[config.mk]
export PLATFORM = sky130hd
export DESIGN_NAME = decode_stage
export DESIGN_NICKNAME = d
export VERILOG_FILES = /design/src/rtl/decode_stage.sv
export SDC_FILE = /design/constraint.sdc
export NUM_CORES = 1
export LEC_CHECK = 0
export CAP_MARGIN = 20
export CORE_AREA = 2 2 73 47
export CTS_CLUSTER_SIZE = 8
export DETAILED_ROUTE_END_ITERATION = 8
export DIE_AREA = 0 0 75 49
export PLACE_DENSITY = 0.73
export SYNTH_ARGS = -nofsm -noshare
export SYNTH_HDL_FRONTEND = slang
export SYNTH_SLANG_ARGS = --single-unit
[constraint.sdc]
create_clock -name clk -period 1.45 [get_ports clk]
set_input_delay 0.29 -clock clk [delete_from_list [all_inputs] [get_ports clk]]
set_output_delay 0.29 -clock clk [all_outputs]
set_load 0.02 [all_outputs]
[src/rtl/decode_stage.sv]
// Registered decode stage for the 9-bit ISA with valid/ready handshake, flush and IMX prefix.
// Optional illegal-opcode trap (out_illegal, err_sticky) is built when DECODE_ILLEGAL_TRAP_EN is defined.
//
// state | meaning
// IDLE  | no prefix pending; jump immediates use {4'b0, i[3:0]}
// PFX   | IMX accepted; next jump immediate uses {pfx, i[3:0]}
module decode_stage #(
    parameter int RW = 4,
    parameter int DW = 8
) (
    input  logic          clk,
    input  logic          reset,
    input  logic          flush,
    input  logic          in_valid,
    output logic          in_ready,
    input  logic [8:0]    instr,
    output logic          out_valid,
    input  logic          out_ready,
    output logic [RW-1:0] reg0,
    output logic [RW-1:0] reg1,
    output logic [DW-1:0] imm,
    output logic          use_imm,
    output logic          imm_as_input_b,
    output logic          use_other_reg_bus,
    output logic          out_illegal,
    output logic          err_sticky
);

    typedef enum logic {
        IDLE = 1'b0,
        PFX  = 1'b1
    } state_t;

    state_t        state_q, state_d;
    logic [3:0]    pfx_q, pfx_d;
    logic          accept;

    logic [RW-1:0] d_reg0, d_reg1;
    logic [DW-1:0] d_imm;
    logic          d_use_imm, d_imm_b, d_other;
    logic          is_imx, is_illegal;

    assign in_ready = !out_valid || out_ready;
    assign accept   = in_valid && in_ready;

    always_comb begin
        d_reg0     = '0;
        d_reg1     = '0;
        d_imm      = '0;
        d_use_imm  = 1'b0;
        d_imm_b    = 1'b0;
        d_other    = 1'b0;
        is_imx     = 1'b0;
        is_illegal = 1'b0;
        casez (instr)
            9'b00???????: begin
                d_reg0 = RW'(instr[5:3]);
                d_reg1 = RW'(instr[2:0]);
            end
            9'b01???????: begin
                d_reg0 = RW'(instr[3:2]);
                d_reg1 = RW'(instr[1:0]);
            end
            9'b100??????: begin
                d_use_imm = 1'b1;
                d_imm     = (state_q == PFX) ? DW'({pfx_q, instr[3:0]}) : DW'(instr[3:0]);
            end
            9'b101010???: begin
                d_reg1  = RW'(instr[2:0]);
                d_imm_b = 1'b1;
            end
            9'b101110???: begin
                d_reg1  = RW'(instr[2:0]);
                d_other = 1'b1;
            end
            9'b101000???, 9'b101001???, 9'b101011???,
            9'b10110????, 9'b101111???: begin
                d_reg0 = RW'(instr[2:0]);
            end
            9'b11000????: begin
                d_use_imm = 1'b1;
                d_imm     = DW'({5'b01000, instr[2:0]});
            end
            9'b11001????: is_imx = 1'b1;
            default:      is_illegal = 1'b1;
        endcase
    end

    // Flush wins over accept; any accepted non-IMX instruction consumes the prefix.
    always_comb begin
        state_d = state_q;
        pfx_d   = pfx_q;
        if (flush) begin
            state_d = IDLE;
            pfx_d   = 4'h0;
        end else if (accept) begin
            if (is_imx) begin
                state_d = PFX;
                pfx_d   = instr[3:0];
            end else begin
                state_d = IDLE;
                pfx_d   = 4'h0;
            end
        end
    end

    always_ff @(posedge clk or posedge reset) begin
        if (reset) begin
            state_q <= IDLE;
            pfx_q   <= 4'h0;
        end else begin
            state_q <= state_d;
            pfx_q   <= pfx_d;
        end
    end

    always_ff @(posedge clk or posedge reset) begin
        if (reset) begin
            out_valid         <= 1'b0;
            reg0              <= '0;
            reg1              <= '0;
            imm               <= '0;
            use_imm           <= 1'b0;
            imm_as_input_b    <= 1'b0;
            use_other_reg_bus <= 1'b0;
        end else if (flush) begin
            out_valid <= 1'b0;
        end else if (accept) begin
            out_valid <= !is_imx;
            if (!is_imx) begin
                reg0              <= d_reg0;
                reg1              <= d_reg1;
                imm               <= d_imm;
                use_imm           <= d_use_imm;
                imm_as_input_b    <= d_imm_b;
                use_other_reg_bus <= d_other;
            end
        end else if (out_ready) begin
            out_valid <= 1'b0;
        end
    end

`ifdef DECODE_ILLEGAL_TRAP_EN
    always_ff @(posedge clk or posedge reset) begin
        if (reset) begin
            out_illegal <= 1'b0;
            err_sticky  <= 1'b0;
        end else if (!flush && accept) begin
            if (!is_imx)
                out_illegal <= is_illegal;
            if (is_illegal)
                err_sticky <= 1'b1;
        end
    end
`else
    assign out_illegal = 1'b0;
    assign err_sticky  = 1'b0;
`endif

endmodule

==> results.yml <==
synth:
  synth.cell_area_um2: 1184
  syn_avg_cell_area_um2: 10.96
  synth_top_cell_area_share_pct: 48.63
  async_flop_share_pct: 100.0
  synth_edf_count: 0
  synth_cell_types: 32
  ys_warn_count: 0
  ys.flop_type: "dfrtp_1"
  synth_area_leaders: "dfrtp_1 (49%), mux2i_1 (9.3%), mux2_2 (3.8%), mux2_4 (3.8%), nand2_1 (3.8%)"
  ys_ff_latch: 23
  synthCells: 108
  synth_seq_area_share_pct: 48.63
  yosysTopAreaCell: "dfrtp_1"
  ys_top_cells_by_count: "dfrtp_1 (23), nand2_1 (12), inv_1 (11), mux2i_1 (11)"
  yosysMostFrequentCell: "dfrtp_1"
cts:
  root_buffer: "clkbuf_8"
  cts_buffers: 3
  h-tree-depth: 1
  cts_num_sinks: 23
  clock_latency_ps: 260
  cts_tree: "yes"
  path_clk_slew_ps: 80
  cts_buffer_depth: 2
timing:
  setup_viol: 18
  fmax_ghz: 0.5993
  rsz0062_at_grt: "yes"
  hold_viol_final: 0
  slew_viol_final: 0
  period_share_pct: 115.1
  final.setup.worst_slack_ps: -218.5
  fin_crit_ps: 1669
  fin_skew_ps: 4.220
placement:
  dpl_worst_slack_ps: -683.7
  place_congestion: 0.9064
  dpl.hpwl_um: 2133
  port_buffers: 32
  dpl_cell_area_um2: 1695
worst_setup_path:
  cp-startpoint: "flush"
  r2r_cells: 6
  cp.required_ps: 1600
  crit_type: "input pin to register"
  worstSetupEndpointType: "register"
  critPathCapture: "imm[6]"
  critPathMaxFanout: 5
  rr_startpoint: "out_valid"
  r2r-end: "imm[6]"
  rrSetupSlack_ps: -200
  crit_arrival_ps: 1820
  critPathLaunchType: "input pin"
power_and_ir_drop:
  p_leak_nw: 0.9839
  clock_power_share_pct: 26.0
  pwr-share-comb_pct: 27.0
  power_frac_seq_pct: 47.0
  sw_frac_of_total_pct: 27.97
  vdd_drop_max_v: 0.0005227
  p_per_area_nw_per_um2: 820.3
  p_int_mw: 1.081
  power.switching_uw: 419.7
layout:
  regArea_um2: 575.6
  final_nets: 184
  layout-drive-gt1-share_pct: 30.18
  nFillCells: 282
  multiInputGateArea_um2: 526.8
  area_growth_pct: 54.55
  final_cell_area_um2: 1829
  diodes: 0
floorplanning:
  coreArea_um2: 3063
  die_w_um: 75
  die_h_um: 49
  initial_utilization_pct: 38.64
  dieArea_um2: 3675
  num_rows: 16
  ios: 37
hold_path:
  hp-class: "input pin to asynchronous set/reset pin"
global_route:
  grt_overflow: 0
  grt_max_degree: 24
  grt_pass1_wl_um: 4809
  grt_usage_pct: 17.32
  antenna_found_initial: 0
  grt_pass1_vias: 1068
drt:
  via_per_inst: 4.715
  drc_errors: 0
  ant_nets: 0
  routedWlPerCell_um: 13.64
  first_pass_iters: 4
  drt_iter0_markers: 43
  drt_wl_total_um: 2920
  via_count: 1009
run:
  cap_violations: 0
run_status:
  status: "finished, violations left"
  violations: "negative setup slack"
-- routing by layer --
layer  global-route usage [%]  vias to the layer above  wire length, um
met3                    5.372                        2              200
li1                         -                      483                -
met5                        0                        -                0
met4                    3.274                        0               19
met2                    27.49                       43             1333
met1                    23.37                      481             1366
-- state kept, by name, indices dropped and copies added (netlist names) --
name               count
state_q                1
reg0                   3
use_imm                1
reg1                   3
imm                    8
imm_as_input_b         1
out_valid              1
use_other_reg_bus      1
pfx_q                  4
-- cells by family after synthesis --
kind of cell	after synthesis	share of synthesized area, %
and+or+nand+nor	32	15.22
AOI/OAI and AO/OA	15	8.986
DFF	23	48.63
buffers and inverters	19	9.936
other	1	0.3168
muxes	18	16.91
-- worst min path at each step --
stage                   end  slack, ps
floorplan            imm[0]        290
global placement    state_q        490
detailed placement  state_q        490
CTS                 reg1[1]        370
global route        reg1[2]        400
finish              reg1[1]        370
-- power groups by stage --
stage	Sequential (mW)	Clock [mW]	Combinational (mW)
floorplan	0.770	0	0.149
global placement	0.719	0	0.389
detailed placement	0.720	0	0.393
CTS	0.706	0.412	0.398
global route	0.712	0.448	0.432
finish	0.705	0.390	0.405
-- area by class of cell --
| class | count | share of cell area, % |
|---|---|---|
| multi-input cells | 69 | 28.80 |
| clock buffers | 3 | 2.257 |
| flip-flops and latches | 23 | 31.46 |
| clock inverters | 1 | 0.2736 |
| well taps | 45 | 3.078 |
| inverters | 11 | 2.257 |
| repair buffers | 62 | 31.87 |
-- metrics by stage --
| step | util, % | instances | hold slack (ps) | TNS (ps) | power [mW] |
|---|---|---|---|---|---|
| after floorplan | - | 111 | 291.9 | -3566 | 0.9195 |
| after global placement | 55.35 | 206 | 485.9 | -10910 | 1.108 |
| final | 59.72 | 214 | 369.5 | -2548 | 1.501 |
| after global routing | 59.72 | 214 | 404.3 | -2974 | 1.592 |
| after CTS | 58.82 | 213 | 371.3 | -2833 | 1.517 |
| after detailed placement | 55.35 | 206 | 490.1 | -12210 | 1.113 |
-- repair_timing --
item | 4_1_cts | 5_1_grt
gates cloned | 1 | 0
gates resized for setup | 37 | 6
setup endpoints to repair | 42 | 24
setup buffers | 2 | 1
pin swaps | 4 | 3
hold buffers | 0 | 0
-- worst max-delay path, cell delays in order --
cell	delay (ps)
clkdlybuf4s50_1	540
or3b_4	510
buf_8	160
buf_6	120
a32o_1	200
-- placed cells by master, fill, tap and decap left out, types with 4 or more instances in the layout --
cell type        count
dlygate4sd2_1       20
mux2_2               4
buf_4               22
a21oi_1              4
clkdlybuf4s50_1      9
conb_1               4
buf_6                6
dfrtp_1             23
mux2i_1             10
a22o_1               4
nand2_1             11
inv_1               11
(Power assumes the default switching activity.)
==> edit, RTL diff (same settings) <==
Change the parameter `DW` from 8 to 12.
--- a/src/rtl/decode_stage.sv
+++ b/src/rtl/decode_stage.sv
@@ -7,5 +7,5 @@
 module decode_stage #(
     parameter int RW = 4,
-    parameter int DW = 8
+    parameter int DW = 12
 ) (
     input  logic          clk,
Interface: changed (resized imm); port bits go from 37 to 41. The function was not compared with the original's and may differ.
==> edit against the unedited design <==
The run still ends with setup timing left; sequential cell count unchanged; fmax up 2.9%; critical path depth did not move; final area fell by 1.5%; setup slack better by 0.047 ns; area after synthesis rose by 2.5%; synthesized cell count up 3.7%; wire length decreased by 4.5%; core utilization down 0.90 points; total power shrank 0.16%; critical path type unchanged.
==> edit: results (changes against the unedited design) <==
* CTS Root Buffer Type: clkbuf_8 (unchanged)
* VDD IR max at 0.000671 V (was 0.000523 V)
* Reg power frac at 47.1% (was 47.0%)
* DRT iter0 DRCs at 30 (was 43)
* Detailed placement HPWL at 2.05 mm (was 2.13 mm)
* Share of cells above drive strength 1 at 27.2% (was 30.2%)
* Filler Cell Count at 269 (was 282)
* Sequential fraction of the synthesis area at 47.4% (was 48.6%)
* Largest net degree at the start of global routing at 24 (unchanged)
* Post-CTS Setup Bufs at 1 (was 2)
* DRT met1 WL at 1.30 mm (was 1.37 mm)
* Clk pwr share at 26.1% (was 26.0%)
* Failing checks: setup timing (unchanged)
* Worst-skew pair later-pin latency at 0.26 ns (about the same)
* Final net count at 184 (unchanged)
* Resized cells post-CTS at 38 (was 37)
* Switching power at 425 uW (was 420 uW)
* GP Congestion at 0.795 (was 0.906)
* Met2 WL at 1.30 mm (was 1.33 mm)
* Met3 WL at 184 um (was 200 um)
* Top layer in use: met3 (was met4)
* All-Layer GR Usage at 16.6% (was 17.3%)
* CP top delay family: simple AND/OR/NAND/NOR gates (was buffers and inverters)
* Setup TNS at -2.13 ns (was -2.55 ns)
* Routing usage on met2 at 27.9% (was 27.5%)
* Status: finished with violations (unchanged)
* Critical-path top delay cell: or3b_4 (was clkdlybuf4s50_1)
* Met3 Usage GRT at 5.79% (was 5.37%)
* Largest cells by area after synthesis: dfrtp_1, mux2i_1, buf_4 (was dfrtp_1, mux2i_1, mux2_2)
* Slack of the critical path at -0.172 ns (was -0.219 ns)
* Avg WL per Cell at 13.0 um (was 13.6 um)
* Final setup fails at 19 (was 18)
* First-pass GRT wire length at 4.66 mm (was 4.81 mm)
* Vias/cell at 4.49 (was 4.71)
* Seq group at 706 uW (was 705 uW)
* Synth top cells by count: dfrtp_1, nand2_1, inv_1, mux2i_1, buf_4 (was dfrtp_1, nand2_1, inv_1, mux2i_1)
* Netlist cell types at 32 (unchanged)
* Grt met1 use at 21.5% (was 23.4%)
* Clk_skew at 0.00291 ns (was 0.00422 ns)
* CP arrival at 1.77 ns (was 1.82 ns)
* Leak Pwr at 0.000969 uW (was 0.000984 uW)
* Max incr delay on CP at 0.46 ns (was 0.54 ns)
edit: cell types whose count changed after synthesis:
cell   before  now
buf_4       4    8
edit: worst reg2reg max path: stages, from the launching register on:
cell     delay (ns)
dfrtp_1        0.37
or2b_4         0.21
nand2_4        0.05
or3b_4         0.43
buf_8          0.16
mux2_4         0.29
edit: final cells by class:
type                    instances  area, sq um  area share [%]
flip-flops and latches         23          576            31.9
repair buffers                 58          544            30.2
multi-input cells              73          538            29.9
well taps                      45         56.3            3.12
clock buffers                   3         41.3            2.29
inverters                      11         41.3            2.29
clock inverters                 1         5.00           0.278
edit: through the flow:
step / setup slack (ns) / hold slack [ns] / cells
final: -0.172 / 0.365 / 214
after global routing: -0.204 / 0.392 / 214
after CTS: -0.182 / 0.370 / 213
after detailed placement: -0.529 / 0.488 / 207
after global placement: -0.485 / 0.486 / 207
after floorplan: -0.239 / 0.292 / 119
edit: path summary, 6_finish.rpt:
check | slack, ns | to | from | cells past startpoint
min in group clk | 0.51 | imm[6]$_DFFE_PP0P_ | imm[6]$_DFFE_PP0P_ | 1
worst max register to register | -0.17 | reg1[2]$_DFFE_PP0P_ | out_valid$_DFFE_PP0P_ | 5
worst min-delay path | 0.37 | reg1[0]$_DFFE_PP0P_ | reset | 3
worst max-delay path | -0.17 | reg1[2]$_DFFE_PP0P_ | instr[7] | 5
worst min register to register | 0.51 | imm[6]$_DFFE_PP0P_ | imm[6]$_DFFE_PP0P_ | 1
max in group asynchronous | 0.86 | reg1[1]$_DFFE_PP0P_ | reset | 3
edit: kinds of logic (layout without fill, tap and decap cells):
group,count (synthesis),after routing,share of synthesized area (%)
compound gates,15,15,8.76
buf+inv,23,73,12.2
flops,23,23,47.4
mux,18,18,16.5
other cells,1,8,0.309
simple gates,32,32,14.8
